<file path="config.mk">
export PLATFORM = sky130hd
export DESIGN_NAME = mdio_generator
export DESIGN_NICKNAME = d
export VERILOG_FILES = /design/src/rtl/mdio_pkg.sv /design/src/rtl/mdio_clk_div.sv /design/src/rtl/mdio_generator.sv
export SDC_FILE = /design/constraint.sdc
export NUM_CORES = 1
export LEC_CHECK = 0
export ABC_AREA = 0
export ABC_CLOCK_PERIOD_IN_PS = 8500
export CAP_MARGIN = 30
export CORE_MARGIN = 4
export CORE_UTILIZATION = 59
export CTS_CLUSTER_DIAMETER = 150
export CTS_CLUSTER_SIZE = 12
export DETAILED_ROUTE_END_ITERATION = 6
export PLACE_DENSITY = 0.85
export RECOVER_POWER = 25
export SLEW_MARGIN = 20
export SYNTH_ARGS = -nofsm -noshare
export SYNTH_HDL_FRONTEND = slang
export SYNTH_SLANG_ARGS = --single-unit
</file>
<file path="constraint.sdc">
create_clock -name clk -period 8.5 [get_ports clk]
set_input_delay 0.85 -clock clk [delete_from_list [all_inputs] [get_ports clk]]
set_output_delay 0.85 -clock clk [all_outputs]
set_load 0.02 [all_outputs]
</file>
<file path="src/rtl/mdio_pkg.sv">
// MDIO generator shared types: state encoding, opcodes, frame layout.
// MDIO_PREAMBLE_EN adds the 32-bit all-ones preamble state.
package mdio_pkg;

  typedef enum logic [2:0] {
    S_IDLE,
`ifdef MDIO_PREAMBLE_EN
    S_PREAMBLE,
`endif
    S_SEND,
    S_READ,
    S_DONE
  } state_t;

  localparam logic [1:0] OP_WRITE = 2'b01;
  localparam logic [1:0] OP_READ  = 2'b10;

  localparam int FRAME_LEN = 32;
  localparam int ST_MSB    = 31;
  localparam int ST_LSB    = 30;
  localparam int OP_MSB    = 29;
  localparam int OP_LSB    = 28;
  localparam int PHY_MSB   = 27;
  localparam int PHY_LSB   = 23;
  localparam int REG_MSB   = 22;
  localparam int REG_LSB   = 18;
  localparam int TA_MSB    = 17;
  localparam int TA_LSB    = 16;
  localparam int DATA_MSB  = 15;
  localparam int DATA_LSB  = 0;

  // bit_cnt landmarks: last frame bit, last driven bit of a read, read end
  localparam logic [5:0] LAST_BIT = 6'(FRAME_LEN - 1);
  localparam logic [5:0] RD_LAST  = 6'(FRAME_LEN - TA_LSB - 1);
  localparam logic [5:0] END_CNT  = 6'(FRAME_LEN);

endpackage

</file>
<file path="src/rtl/mdio_clk_div.sv">
// MDC generator: toggles every CLK_DIV clks while enabled, low otherwise.
// mdc_rise/mdc_fall flag the clk on which MDC is about to change.
module mdio_clk_div #(
  parameter int CLK_DIV = 2
) (
  input  logic clk,
  input  logic reset,
  input  logic en,
  output logic mdc,
  output logic mdc_rise,
  output logic mdc_fall
);

  logic [7:0] cnt;
  logic       tick;

  assign tick     = en && (cnt == 8'(CLK_DIV - 1));
  assign mdc_rise = tick && !mdc;
  assign mdc_fall = tick && mdc;

  always_ff @(posedge clk or posedge reset) begin
    if (reset) begin
      cnt <= '0;
      mdc <= 1'b0;
    end else if (!en) begin
      cnt <= '0;
      mdc <= 1'b0;
    end else if (tick) begin
      cnt <= '0;
      mdc <= ~mdc;
    end else begin
      cnt <= cnt + 8'd1;
    end
  end

endmodule

</file>
<file path="src/rtl/mdio_generator.sv">
// MDIO management frame generator with read-data capture.
// Define MDIO_PREAMBLE_EN to prepend 32 MDC periods of ones.
module mdio_generator
  import mdio_pkg::*;
#(
  parameter int CLK_DIV = 2
) (
  input  logic        clk,
  input  logic        reset,
  input  logic        MDIO_START,
  input  logic [31:0] T_DATA,
  input  logic        MDIO_IN,
  output logic        MDC,
  output logic        MDIO_OUT,
  output logic        MDIO_OE,
  output logic [15:0] RD_DATA,
  output logic        DATA_RDY,
  output logic        BUSY
);

  state_t      state, state_nxt;
  logic [31:0] frame, frame_nxt;
  logic [5:0]  bit_cnt, bit_cnt_nxt;
  logic [14:0] rd_sh, rd_sh_nxt;
  logic [15:0] rd_data_nxt;
  logic        rdy_nxt, busy_nxt;
  logic        out_nxt, oe_nxt, pre_nxt;
  logic        en, mdc_rise, mdc_fall;

  assign en = (state != S_IDLE) && (state != S_DONE);

  mdio_clk_div #(.CLK_DIV(CLK_DIV)) u_clk_div (
    .clk      (clk),
    .reset    (reset),
    .en       (en),
    .mdc      (MDC),
    .mdc_rise (mdc_rise),
    .mdc_fall (mdc_fall)
  );

  always_comb begin
    state_nxt   = state;
    frame_nxt   = frame;
    bit_cnt_nxt = bit_cnt;
    rd_sh_nxt   = rd_sh;
    rd_data_nxt = RD_DATA;
    rdy_nxt     = 1'b0;
    busy_nxt    = BUSY;
    unique case (state)
      S_IDLE: begin
        if (MDIO_START) begin
          frame_nxt   = T_DATA;
          bit_cnt_nxt = '0;
          busy_nxt    = 1'b1;
`ifdef MDIO_PREAMBLE_EN
          state_nxt   = S_PREAMBLE;
`else
          state_nxt   = S_SEND;
`endif
        end
      end
`ifdef MDIO_PREAMBLE_EN
      S_PREAMBLE: begin
        if (mdc_fall) begin
          if (bit_cnt == LAST_BIT) begin
            bit_cnt_nxt = '0;
            state_nxt   = S_SEND;
          end else begin
            bit_cnt_nxt = bit_cnt + 6'd1;
          end
        end
      end
`endif
      S_SEND: begin
        if (mdc_fall) begin
          if (bit_cnt == LAST_BIT) begin
            state_nxt = S_DONE;
          end else begin
            bit_cnt_nxt = bit_cnt + 6'd1;
            if (frame[OP_MSB:OP_LSB] == OP_READ && bit_cnt == RD_LAST)
              state_nxt = S_READ;
          end
        end
      end
      S_READ: begin
        // bit_cnt runs 16..32 here; 32 marks the final half-period
        if (mdc_rise) begin
          rd_sh_nxt   = {rd_sh[13:0], MDIO_IN};
          bit_cnt_nxt = bit_cnt + 6'd1;
          if (bit_cnt == LAST_BIT) begin
            rd_data_nxt = {rd_sh, MDIO_IN};
            rdy_nxt     = 1'b1;
          end
        end else if (mdc_fall && bit_cnt == END_CNT) begin
          state_nxt = S_DONE;
        end
      end
      S_DONE: begin
        busy_nxt  = 1'b0;
        state_nxt = S_IDLE;
      end
      default: state_nxt = S_IDLE;
    endcase

`ifdef MDIO_PREAMBLE_EN
    pre_nxt = (state_nxt == S_PREAMBLE);
`else
    pre_nxt = 1'b0;
`endif
    // outputs are registered from next state so they move with MDC falls
    oe_nxt  = (state_nxt == S_SEND) || pre_nxt;
    out_nxt = (state_nxt == S_SEND) ? frame_nxt[~bit_cnt_nxt[4:0]]
                                    : pre_nxt;
  end

  always_ff @(posedge clk or posedge reset) begin
    if (reset) begin
      state    <= S_IDLE;
      frame    <= '0;
      bit_cnt  <= '0;
      rd_sh    <= '0;
      RD_DATA  <= '0;
      DATA_RDY <= 1'b0;
      BUSY     <= 1'b0;
      MDIO_OUT <= 1'b0;
      MDIO_OE  <= 1'b0;
    end else begin
      state    <= state_nxt;
      frame    <= frame_nxt;
      bit_cnt  <= bit_cnt_nxt;
      rd_sh    <= rd_sh_nxt;
      RD_DATA  <= rd_data_nxt;
      DATA_RDY <= rdy_nxt;
      BUSY     <= busy_nxt;
      MDIO_OUT <= out_nxt;
      MDIO_OE  <= oe_nxt;
    end
  end

endmodule

</file>
==> flow_metrics.py, run 1 <==
metrics = {
    "synthesis": {
        "synth.top_cell.area_share_pct": 50.8,
        "synth-seq-area-share_pct": 50.8,
        "synth_area_mm2": 0.00419,
        "postSynth.asyncResetShare_pct": 100,
        "synthCells": 340,
        "post_synth_main_area_contributors": "dfrtp_1 (51%), mux2_2 (15%), mux2i_1 (3.3%)",
        "postSynth.topFlopCell": "dfrtp_1",
        "synthesis.yosys.warnings": 0,
        "synth_edf_count": 0,
        "unique_cell_type_count_in_the_yosys_netlist": 63,
        "syn-mean-instance-area_um2": 12.3,
        "yosys.area.top_type": "dfrtp_1",
        "synth_seq_cells": 85,
        "synth_fp_nets": 380,
    },
    "route": {
        "route.final.wire_length_um": 9080,
        "ant_nets": 0,
        "wire_per_inst_um": 18.4,
        "final_routed_drc_violation_total": 0,
        "drt_pass1_iterations": 6,
        "drtIter0Drc": 425,
        "detailroute.via_count": 3003,
        "avgViaCountPerCell": 6.08,
    },
    "timing": {
        "timing_worst_slew_pin_value_ps": 2420,
        "final_hold_viol_count": 0,
        "setup_total_negative_slack_ps": 0,
        "rsz0062_at_grt": "false",
        "fmax_ghz": 0.207,
        "fin_crit_sh_pct": 56.8,
        "fin_crit_ps": 4830,
        "slew-limit-headroom_pct": -61.1,
        "finalMaxSlewViolations": 88,
        "setup_clock_skew_after_layout_ps": 11.0,
        "setup_violations": 0,
    },
    "global_route": {
        "globalRouteMet2Util_pct": 37.5,
        "grt_use_met3_pct": 6.64,
        "grt_most_used_layer": "met2",
        "number_of_antenna_violations_at_the_first_check_in_global_routing": 0,
        "total_routing_usage_reported_by_global_routing_pct": 23.1,
        "grt_max_degree": 47,
        "first_pass_grt_wire_length_um": 15600,
        "grt_overflow": 0,
        "first_global_vias": 3168,
        "grt_met1_use_pct": 29.1,
    },
    "worst_setup_path": {
        "crit_path_start_kind": "primary input",
        "startpoint": "reset",
        "critPathCaptureType": "async pin",
        "criticalPathCategory": "in2async",
        "cp_max_fo": 46,
        "data_required_time_at_the_worst_endpoint_ps": 8470,
        "rr_startpoint": "state[2]",
        "worstPathArrival_ps": 4800,
    },
    "cells_and_area": {
        "antennaDiodeCount": 0,
        "area_growth_from_synthesis_to_final_layout_pct": 19.5,
        "fillers": 471,
        "drive_gt1_share_pct": 22.9,
        "fin_area_mm2": 0.00501,
        "finish.net_count": 433,
    },
    "clock_tree": {
        "cts_bufs_inserted": 9,
        "clockRootBuffer": "clkbuf_8",
        "h-tree-depth": 3,
        "cts-root-to-sink-buffers": 2,
        "cts_setup_buffers": 0,
        "cts_num_sinks": 85,
        "cts_tree": "done",
        "cts.reportedPaths.clkPinSlew_ps": 80,
        "cts.hold.buffers_added": 0,
        "clkLatencyLatePin_ps": 360,
        "cts.repair.resized": 0,
    },
    "status": {
        "violated_checks": "max-capacitance violations, max-slew violations",
        "status": "finished, violations left",
    },
    "floorplanning": {
        "rows": 30,
        "floorplan.die.width_um": 92.3,
        "die_height_um": 92.3,
        "pin_count": 57,
        "start_util_pct": 61.3,
        "placeableCoreArea_mm2": 0.00683,
        "dieArea_mm2": 0.00851,
    },
    "power": {
        "static-leakage-power_uw": 0.00217,
        "power.ir.vdd_worst_mv": 0.122,
        "power_density_mw_per_mm2": 204,
    },
    "placement": {
        "postPlaceCellArea_mm2": 0.00481,
        "gp_routability_congestion": 0.873,
        "port-buffer-count": 56,
        "place.detailed.hpwl_um": 6250,
    },
    "run": {
        "max-cap-violations": 2,
    },
    "hold_path": {
        "worstHoldStart": "frame[16]",
        "hp-class": "reg2reg",
    },
}
sequential cells by signal, indices dropped and copies added (netlist names):
signal	count
frame	32
RD_DATA	16
rd_sh	15
u_clk_div.cnt	8
bit_cnt	6
state	3
BUSY	1
DATA_RDY	1
MDIO_OE	1
MDIO_OUT	1
u_clk_div.mdc	1
cell type report:
cell class | count | area (µm²) | share of cell area (%)
Clock inverter | 6 | 93.8 | 1.87
Clock buffer | 10 | 128 | 2.55
Tap cell | 96 | 120 | 2.40
Timing Repair Buffer | 60 | 583 | 11.6
Sequential cell | 85 | 2130 | 42.5
Multi-Input combinational cell | 222 | 1900 | 37.9
Inverter | 15 | 57.6 | 1.15
where the power goes:
part / switching (µW) / total [µW] / internal, µW
clock network: 152 / 320 / 168
registers: 29.3 / 480 / 450
logic: 124 / 223 / 99.3
cells in the final DEF (no fill, tap or decap), types with 3 or more instances in the layout:
| cell type | Yosys | routed |
|---|---|---|
| a21oi_1 | 3 | 3 |
| clkdlybuf4s50_1 | 0 | 54 |
| xnor2_1 | 3 | 3 |
| clkbuf_1 | 6 | 3 |
| o311ai_0 | 7 | 7 |
| mux2_2 | 57 | 57 |
| nand2_1 | 5 | 5 |
| nor4_1 | 3 | 3 |
| o31ai_1 | 4 | 4 |
| o211ai_1 | 3 | 3 |
| o221ai_1 | 4 | 4 |
| dfrtp_1 | 85 | 85 |
| inv_1 | 14 | 13 |
| o31a_1 | 4 | 4 |
| nor2_1 | 20 | 20 |
| a31oi_1 | 3 | 3 |
| or3_1 | 3 | 3 |
| nand4_1 | 7 | 7 |
| nor3_1 | 3 | 3 |
| o21ai_0 | 3 | 3 |
| and3_1 | 4 | 4 |
| xor2_1 | 6 | 6 |
| nand3_1 | 10 | 10 |
| mux2i_1 | 14 | 14 |
| clkbuf_8 | 0 | 9 |
| ha_1 | 4 | 4 |
| a211o_1 | 8 | 8 |
| a41oi_1 | 3 | 3 |
routing by layer:
metal	wire [µm]	up-vias
met1	3820	1471
li1	-	1380
met2	4430	133
met3	644	19
met5	0	-
met4	189	0
cells in the mapped netlist (6+ instances only):
cell,instances
mux2i_1,14
mux2_2,57
nand4_1,7
dfrtp_1,85
nand3_1,10
a211o_1,8
nor2_1,20
xor2_1,6
o311ai_0,7
inv_1,14
clkbuf_1,6
buf_2,9
worst max-delay path, cell delays in order:
cell and delay [ps]:
dlygate4sd3_1 550, clkinvlp_2 70, clkbuf_1 1490, clkbuf_1 1820
stage by stage:
stage          util, %  cells  setup WS [ps]  hold slack, ps  total power [µW]
2_1_floorplan        -    340           5460             442               639
3_3_place_gp      70.0    477           5040             466               695
3_5_place_dp      70.4    478           4920             473               709
4_1_cts           73.7    494           4920             493              1030
5_1_grt           73.3    494           2800             514              1070
6_report          73.3    494           3670             489              1020
kinds of logic (layout without fill, tap and decap cells):
logic type / after synthesis / count (layout) / share of synthesized area [%]
compound gates: 60 / 60 / 11.7
xor+xnor: 9 / 9 / 1.88
fa+ha+maj: 4 / 4 / 1.19
buf+inv: 33 / 91 / 3.97
flops: 85 / 85 / 50.8
mux: 72 / 72 / 19.2
other cells: 1 / 1 / 0.0895
simple gates: 76 / 76 / 11.2
path summary, 6_finish.rpt:
| check | cells after the start | slack [ps] | end |
|---|---|---|---|
| max in group clk | 8 | 4850 | MDIO_OUT |
| worst max register to register | 8 | 4850 | MDIO_OUT |
| min in group asynchronous | 3 | 1720 | rd_sh[0] |
| worst min-delay path | 2 | 490 | frame[16] |
| worst min register to register | 2 | 490 | frame[16] |
| worst max-delay path | 4 | 3670 | frame[3] |
No activity file was read; power rests on OpenSTA's default activity.
==> run 2, diff against run 1 <==
--- a/config.mk
+++ b/config.mk
@@ -6,14 +6,14 @@
 export NUM_CORES = 1
 export LEC_CHECK = 0
 export ABC_AREA = 0
-export ABC_CLOCK_PERIOD_IN_PS = 8500
+export ABC_CLOCK_PERIOD_IN_PS = 4550
 export CAP_MARGIN = 30
 export CORE_MARGIN = 4
-export CORE_UTILIZATION = 59
+export CORE_UTILIZATION = 55
 export CTS_CLUSTER_DIAMETER = 150
 export CTS_CLUSTER_SIZE = 12
 export DETAILED_ROUTE_END_ITERATION = 6
-export PLACE_DENSITY = 0.85
+export PLACE_DENSITY = 0.8
 export RECOVER_POWER = 25
 export SLEW_MARGIN = 20
 export SYNTH_ARGS = -nofsm -noshare
==> constraint.sdc (replaced) <==
create_clock -name clk -period 4.55 [get_ports clk]
set_input_delay 0.455 -clock clk [delete_from_list [all_inputs] [get_ports clk]]
set_output_delay 0.455 -clock clk [all_outputs]
set_load 0.02 [all_outputs]
==> run 2 against run 1 <==
Against the previous run:
- design area up 0.30%
- routed wire length down 3.3%
- largest power group unchanged
- first-iteration DRC count down 63%
- critical endpoint is now MDIO_OUT
- the flow still finishes with violations (max-capacitance violations, max-slew violations)
==> flow_metrics.py, run 2 (synthesis results as in run 1) <==
metrics = {
    "timing": {
        "rsz0062_at_grt": "false",
        "setup_violations": 0,
        "timing.final.ws_setup_ps": 1150,
        "worst_hold_slack_ps": 497,
        "fin_crit_ps": 3400,
        "setup_total_negative_slack_ps": 0,
        "fmax_ghz": 0.294,
        "fin_crit_sh_pct": 74.7,
        "timing_worst_slew_pin_value_ps": 2190,
        "final_hold_viol_count": 0,
        "setup_clock_skew_after_layout_ps": 11.5,
        "finalMaxSlewViolations": 43,
        "slew-limit-headroom_pct": -46.1,
    },
    "worst_setup_path": {
        "critPathCaptureType": "flop",
        "crit_path_start_kind": "flop",
        "rr_endpoint": "MDIO_OUT",
        "worstPathArrival_ps": 3710,
        "cp_max_fo": 12,
        "setup.reg_to_reg.worst_slack_ps": 1150,
        "data_required_time_at_the_worst_endpoint_ps": 4860,
        "rr_startpoint": "bit_cnt[0]",
        "startpoint": "bit_cnt[0]",
        "criticalPathCategory": "reg2reg",
        "rr_worst_depth": 9,
    },
    "global_route": {
        "total_routing_usage_reported_by_global_routing_pct": 21.2,
        "number_of_antenna_violations_at_the_first_check_in_global_routing": 0,
        "first_pass_grt_wire_length_um": 14800,
        "grt_overflow": 0,
        "grt_max_degree": 43,
        "first_global_vias": 3047,
    },
    "floorplanning": {
        "pin_count": 57,
        "start_util_pct": 57.2,
        "die_height_um": 95.3,
        "floorplan.die.width_um": 95.3,
        "placeableCoreArea_mm2": 0.00733,
        "rows": 31,
        "dieArea_mm2": 0.00908,
    },
    "route": {
        "avgViaCountPerCell": 6.01,
        "final_routed_drc_violation_total": 0,
        "detailroute.via_count": 2992,
        "drtIter0Drc": 157,
        "wire_per_inst_um": 17.6,
        "route.final.wire_length_um": 8780,
        "drt_pass1_iterations": 4,
        "ant_nets": 0,
    },
    "hold_path": {
        "hold_depth": 2,
        "min_to": "frame[17]",
        "worstHoldStart": "frame[17]",
        "hp-class": "reg2reg",
    },
    "clock_tree": {
        "cts.hold.buffers_added": 0,
        "cts_setup_buffers": 0,
        "clockRootBuffer": "clkbuf_8",
        "cts_bufs_inserted": 9,
        "cts_num_sinks": 85,
        "cts.repair.resized": 0,
        "cts.reportedPaths.clkPinSlew_ps": 80,
        "h-tree-depth": 3,
        "cts-root-to-sink-buffers": 2,
        "cts_tree": "done",
        "clkLatencyLatePin_ps": 360,
    },
    "run": {
        "max-cap-violations": 1,
    },
    "placement": {
        "place.detailed.hpwl_um": 6270,
        "gp_routability_congestion": 0.897,
        "port-buffer-count": 56,
        "postPlaceCellArea_mm2": 0.00482,
        "pre_cts_slack_ps": 1260,
    },
    "cells_and_area": {
        "finish.net_count": 434,
        "fillers": 531,
        "area_growth_from_synthesis_to_final_layout_pct": 19.8,
        "final-seq-area_mm2": 0.00213,
        "largest_register_ff_count": 32,
        "multi_input_gate_area_mm2": 0.00190,
        "layout_common_cells": "dfrtp_1 (85), mux2_2 (57), clkdlybuf4s50_1 (55), nor2_1 (20), mux2i_1 (14)",
        "drive_gt1_share_pct": 23.6,
        "antennaDiodeCount": 0,
        "mostFrequentLayoutCell": "dfrtp_1",
        "layout_top_registers": "frame (32), RD_DATA (16), rd_sh (15)",
        "fin_area_mm2": 0.00502,
        "largest_register": "frame",
    },
    "power": {
        "static-leakage-power_uw": 0.00218,
        "total_power_uw": 1900,
        "power_density_mw_per_mm2": 378,
        "power.ir.vdd_worst_mv": 0.196,
    },
    "status": {
        "violated_checks": "max-capacitance violations, max-slew violations",
        "status": "finished, violations left",
    },
}
run 2: worst max-delay path by stage:
stage                      endpoint  slack [ps]  cells after the start
final                      MDIO_OUT        1150                      9
after global placement     MDIO_OUT        1430                      9
after CTS                  MDIO_OUT        1220                      9
after global routing      frame[14]         850                      4
after floorplan            MDIO_OUT        1780                     11
after detailed placement   MDIO_OUT        1260                      9
run 2: critical path, cell delays in order, from the launching register on:
cell and delay (ps):
dfrtp_1 430, ha_1 280, nand3_2 160, or3b_1 510, a21oi_1 630, o21a_1 410
o221ai_1 180, a311oi_1 400, a32o_1 250, a211o_1 100
run 2: cell type report:
cell class / count / share of cell area [%]
flip-flops and latches: 85 / 42.4
multi-input cells: 222 / 37.8
repair buffers: 61 / 11.8
clock buffers: 9 / 2.47
well taps: 99 / 2.47
clock inverters: 7 / 1.94
inverters: 15 / 1.15
run 2: stage by stage:
step | instances | utilization (%)
global placement | 481 | 65.4
finish | 498 | 68.5
CTS | 498 | 68.7
global route | 498 | 68.5
floorplan | 340 | -
detailed placement | 482 | 65.7
run 2: power breakdown:
part / total (µW) / internal, µW / switching (µW)
Sequential: 895 / 841 / 54.0
Combinational: 409 / 185 / 224
Clock: 593 / 312 / 282
run 2: layer usage:
metal / track usage, % / vias to the layer above / wire [µm]
met5: 0 / - / 0
met4: 10.7 / 0 / 207
met2: 32.0 / 112 / 4130
met1: 29.0 / 1469 / 3860
li1: - / 1386 / -
met3: 4.26 / 25 / 585
==> run 3, diff against run 2 <==
--- a/config.mk
+++ b/config.mk
@@ -6,14 +6,14 @@
 export NUM_CORES = 1
 export LEC_CHECK = 0
 export ABC_AREA = 0
-export ABC_CLOCK_PERIOD_IN_PS = 4550
+export ABC_CLOCK_PERIOD_IN_PS = 3000
 export CAP_MARGIN = 30
 export CORE_MARGIN = 4
-export CORE_UTILIZATION = 55
+export CORE_UTILIZATION = 50
 export CTS_CLUSTER_DIAMETER = 150
 export CTS_CLUSTER_SIZE = 12
 export DETAILED_ROUTE_END_ITERATION = 6
-export PLACE_DENSITY = 0.8
+export PLACE_DENSITY = 0.77
 export RECOVER_POWER = 25
 export SLEW_MARGIN = 20
 export SYNTH_ARGS = -nofsm -noshare
==> constraint.sdc (replaced) <==
create_clock -name clk -period 3 [get_ports clk]
set_input_delay 0.3 -clock clk [delete_from_list [all_inputs] [get_ports clk]]
set_output_delay 0.3 -clock clk [all_outputs]
set_load 0.02 [all_outputs]
==> run 3 against run 2 <==
Against the previous run:
- the run ends with max-capacitance violations left
- register-to-register slack got worse by 1000 ps
- total power rose by 46%
- clock power rose by 27%
- clock skew rose by 0.60 ps
- largest power group unchanged
==> flow_metrics.py, run 3 (synthesis results as in run 1) <==
metrics = {
    "run": {
        "max-cap-violations": 1,
    },
    "cells_and_area": {
        "multi_input_gate_area_mm2": 0.00193,
        "final_instance_count_excl_fillers": 515,
        "finish.net_count": 445,
        "drive_gt1_share_pct": 27.8,
        "final-seq-area_mm2": 0.00213,
        "fillers": 662,
        "largest_register": "frame",
        "mostFrequentLayoutCell": "dfrtp_1",
        "layout_common_cells": "dfrtp_1 (84), mux2_2 (57), clkdlybuf4s50_1 (55), nor2_1 (20)",
        "fin_area_mm2": 0.00512,
        "antennaDiodeCount": 0,
        "largest_register_ff_count": 32,
        "layout_top_registers": "frame (32), RD_DATA (16), rd_sh (15)",
        "area_growth_from_synthesis_to_final_layout_pct": 22.2,
    },
    "clock_tree": {
        "cts_setup_buffers": 0,
        "clkLatencyLatePin_ps": 360,
        "cts-root-to-sink-buffers": 2,
        "cts_bufs_inserted": 9,
        "cts.reportedPaths.clkPinSlew_ps": 90,
        "cts_tree": "done",
        "cts_num_sinks": 85,
        "h-tree-depth": 3,
        "clockRootBuffer": "clkbuf_8",
    },
    "placement": {
        "port-buffer-count": 56,
        "place.detailed.instances": 499,
        "gp_routability_congestion": 0.965,
        "postPlaceCellArea_mm2": 0.00491,
        "place.detailed.hpwl_um": 6420,
        "pre_cts_slack_ps": 93.5,
    },
    "timing": {
        "fin_crit_sh_pct": 94.9,
        "fmax_ghz": 0.351,
        "setup_clock_skew_after_layout_ps": 12.1,
        "setup_violations": 0,
        "finalMaxSlewViolations": 0,
        "timing.final.ws_setup_ps": 153,
        "slew-limit-headroom_pct": 1.35,
        "final_hold_viol_count": 0,
        "fin_crit_ps": 2850,
        "setup_total_negative_slack_ps": 0,
        "rsz0062_at_grt": "false",
        "timing_worst_slew_pin_value_ps": 1470,
    },
    "power": {
        "power_density_mw_per_mm2": 542,
        "static-leakage-power_uw": 0.00222,
        "power.ir.vdd_worst_mv": 0.318,
    },
    "status": {
        "violated_checks": "max-capacitance violations",
        "status": "finished, violations left",
    },
    "worst_setup_path": {
        "startpoint": "bit_cnt[1]",
        "data_required_time_at_the_worst_endpoint_ps": 3300,
        "criticalPathCategory": "reg2reg",
        "cp_max_fo": 11,
        "setup.reg_to_reg.worst_slack_ps": 150,
        "crit_path_end": "MDIO_OUT",
        "rr_endpoint": "MDIO_OUT",
        "worstPathArrival_ps": 3150,
        "critPathCaptureType": "flop",
        "rr_startpoint": "bit_cnt[1]",
        "crit_path_start_kind": "flop",
        "rr_worst_depth": 10,
    },
    "global_route": {
        "grt_max_degree": 36,
        "first_pass_grt_wire_length_um": 15300,
        "first_global_vias": 3143,
        "total_routing_usage_reported_by_global_routing_pct": 18.9,
        "number_of_antenna_violations_at_the_first_check_in_global_routing": 0,
        "grt_overflow": 0,
    },
    "route": {
        "final_routed_drc_violation_total": 0,
        "wire_per_inst_um": 17.2,
        "detailroute.via_count": 2991,
        "drtIter0Drc": 149,
        "drt_pass1_iterations": 7,
        "ant_nets": 0,
        "route.final.wire_length_um": 8850,
        "avgViaCountPerCell": 5.81,
    },
    "floorplanning": {
        "dieArea_mm2": 0.00991,
        "rows": 33,
        "start_util_pct": 51.3,
        "pin_count": 57,
        "die_height_um": 99.5,
        "placeableCoreArea_mm2": 0.00818,
        "floorplan.die.width_um": 99.5,
    },
    "hold_path": {
        "hp-class": "reg2reg",
    },
}
-- run 3: what timing repair did --
item | in CTS | in global routing
resized for setup | 0 | 9
hold buffers | 0 | 0
endpoints found under the setup margin | 0 | 1
-- run 3: per-layer routing --
layer	vias to the layer above	part of all wire, %	global-route usage [%]
met3	13	7.1	5.05
met4	0	1.3	6.41
met5	-	0	0
met2	111	47	29.3
li1	1404	-	-
met1	1463	44	26.0
-- run 3: critical path, stage by stage (launching register included) --
cell,delay [ps]
dfrtp_2,430
ha_2,250
nand3_2,150
or3b_4,470
a21oi_1,230
buf_4,220
o311ai_0,120
a211o_1,290
a41oi_1,300
and4_1,230
a211o_1,100
-- run 3: layout make-up --
| class | instances | share of cell area, % |
|---|---|---|
| repair buffers | 72 | 13.5 |
| flip-flops and latches | 85 | 41.6 |
| clock inverters | 7 | 1.20 |
| well taps | 105 | 2.57 |
| multi-input cells | 222 | 37.6 |
| clock buffers | 9 | 2.42 |
| inverters | 15 | 1.12 |
-- run 3: worst min path at each step --
| stage | slack (ps) | cells after the start | from | to |
|---|---|---|---|---|
| after floorplan | 440 | 2 | T_DATA[0] | frame[0] |
| after global placement | 470 | 2 | frame[16] | frame[16] |
| after detailed placement | 470 | 2 | frame[16] | frame[16] |
| after CTS | 310 | 2 | reset | frame[31] |
| after global routing | 520 | 1 | frame[12] | frame[12] |
| final | 490 | 2 | frame[16] | frame[16] |
-- run 3: where the power goes --
group	internal [µW]	leakage, µW	switching [µW]	total (µW)
Clock	310	0.0000846	446	756
Sequential	1280	0.00110	79.1	1360
Combinational	312	0.00104	352	664
Total	1900	0.00222	878	2780
-- run 3: per-stage QoR --
step                hold WS, ps  util [%]  total power, µW
floorplan                   437         -             1810
global placement            467      60.0             2010
detailed placement          469      60.0             2030
CTS                         311      62.3             2790
global route                522      62.6             2930
finish                      494      62.6             2780
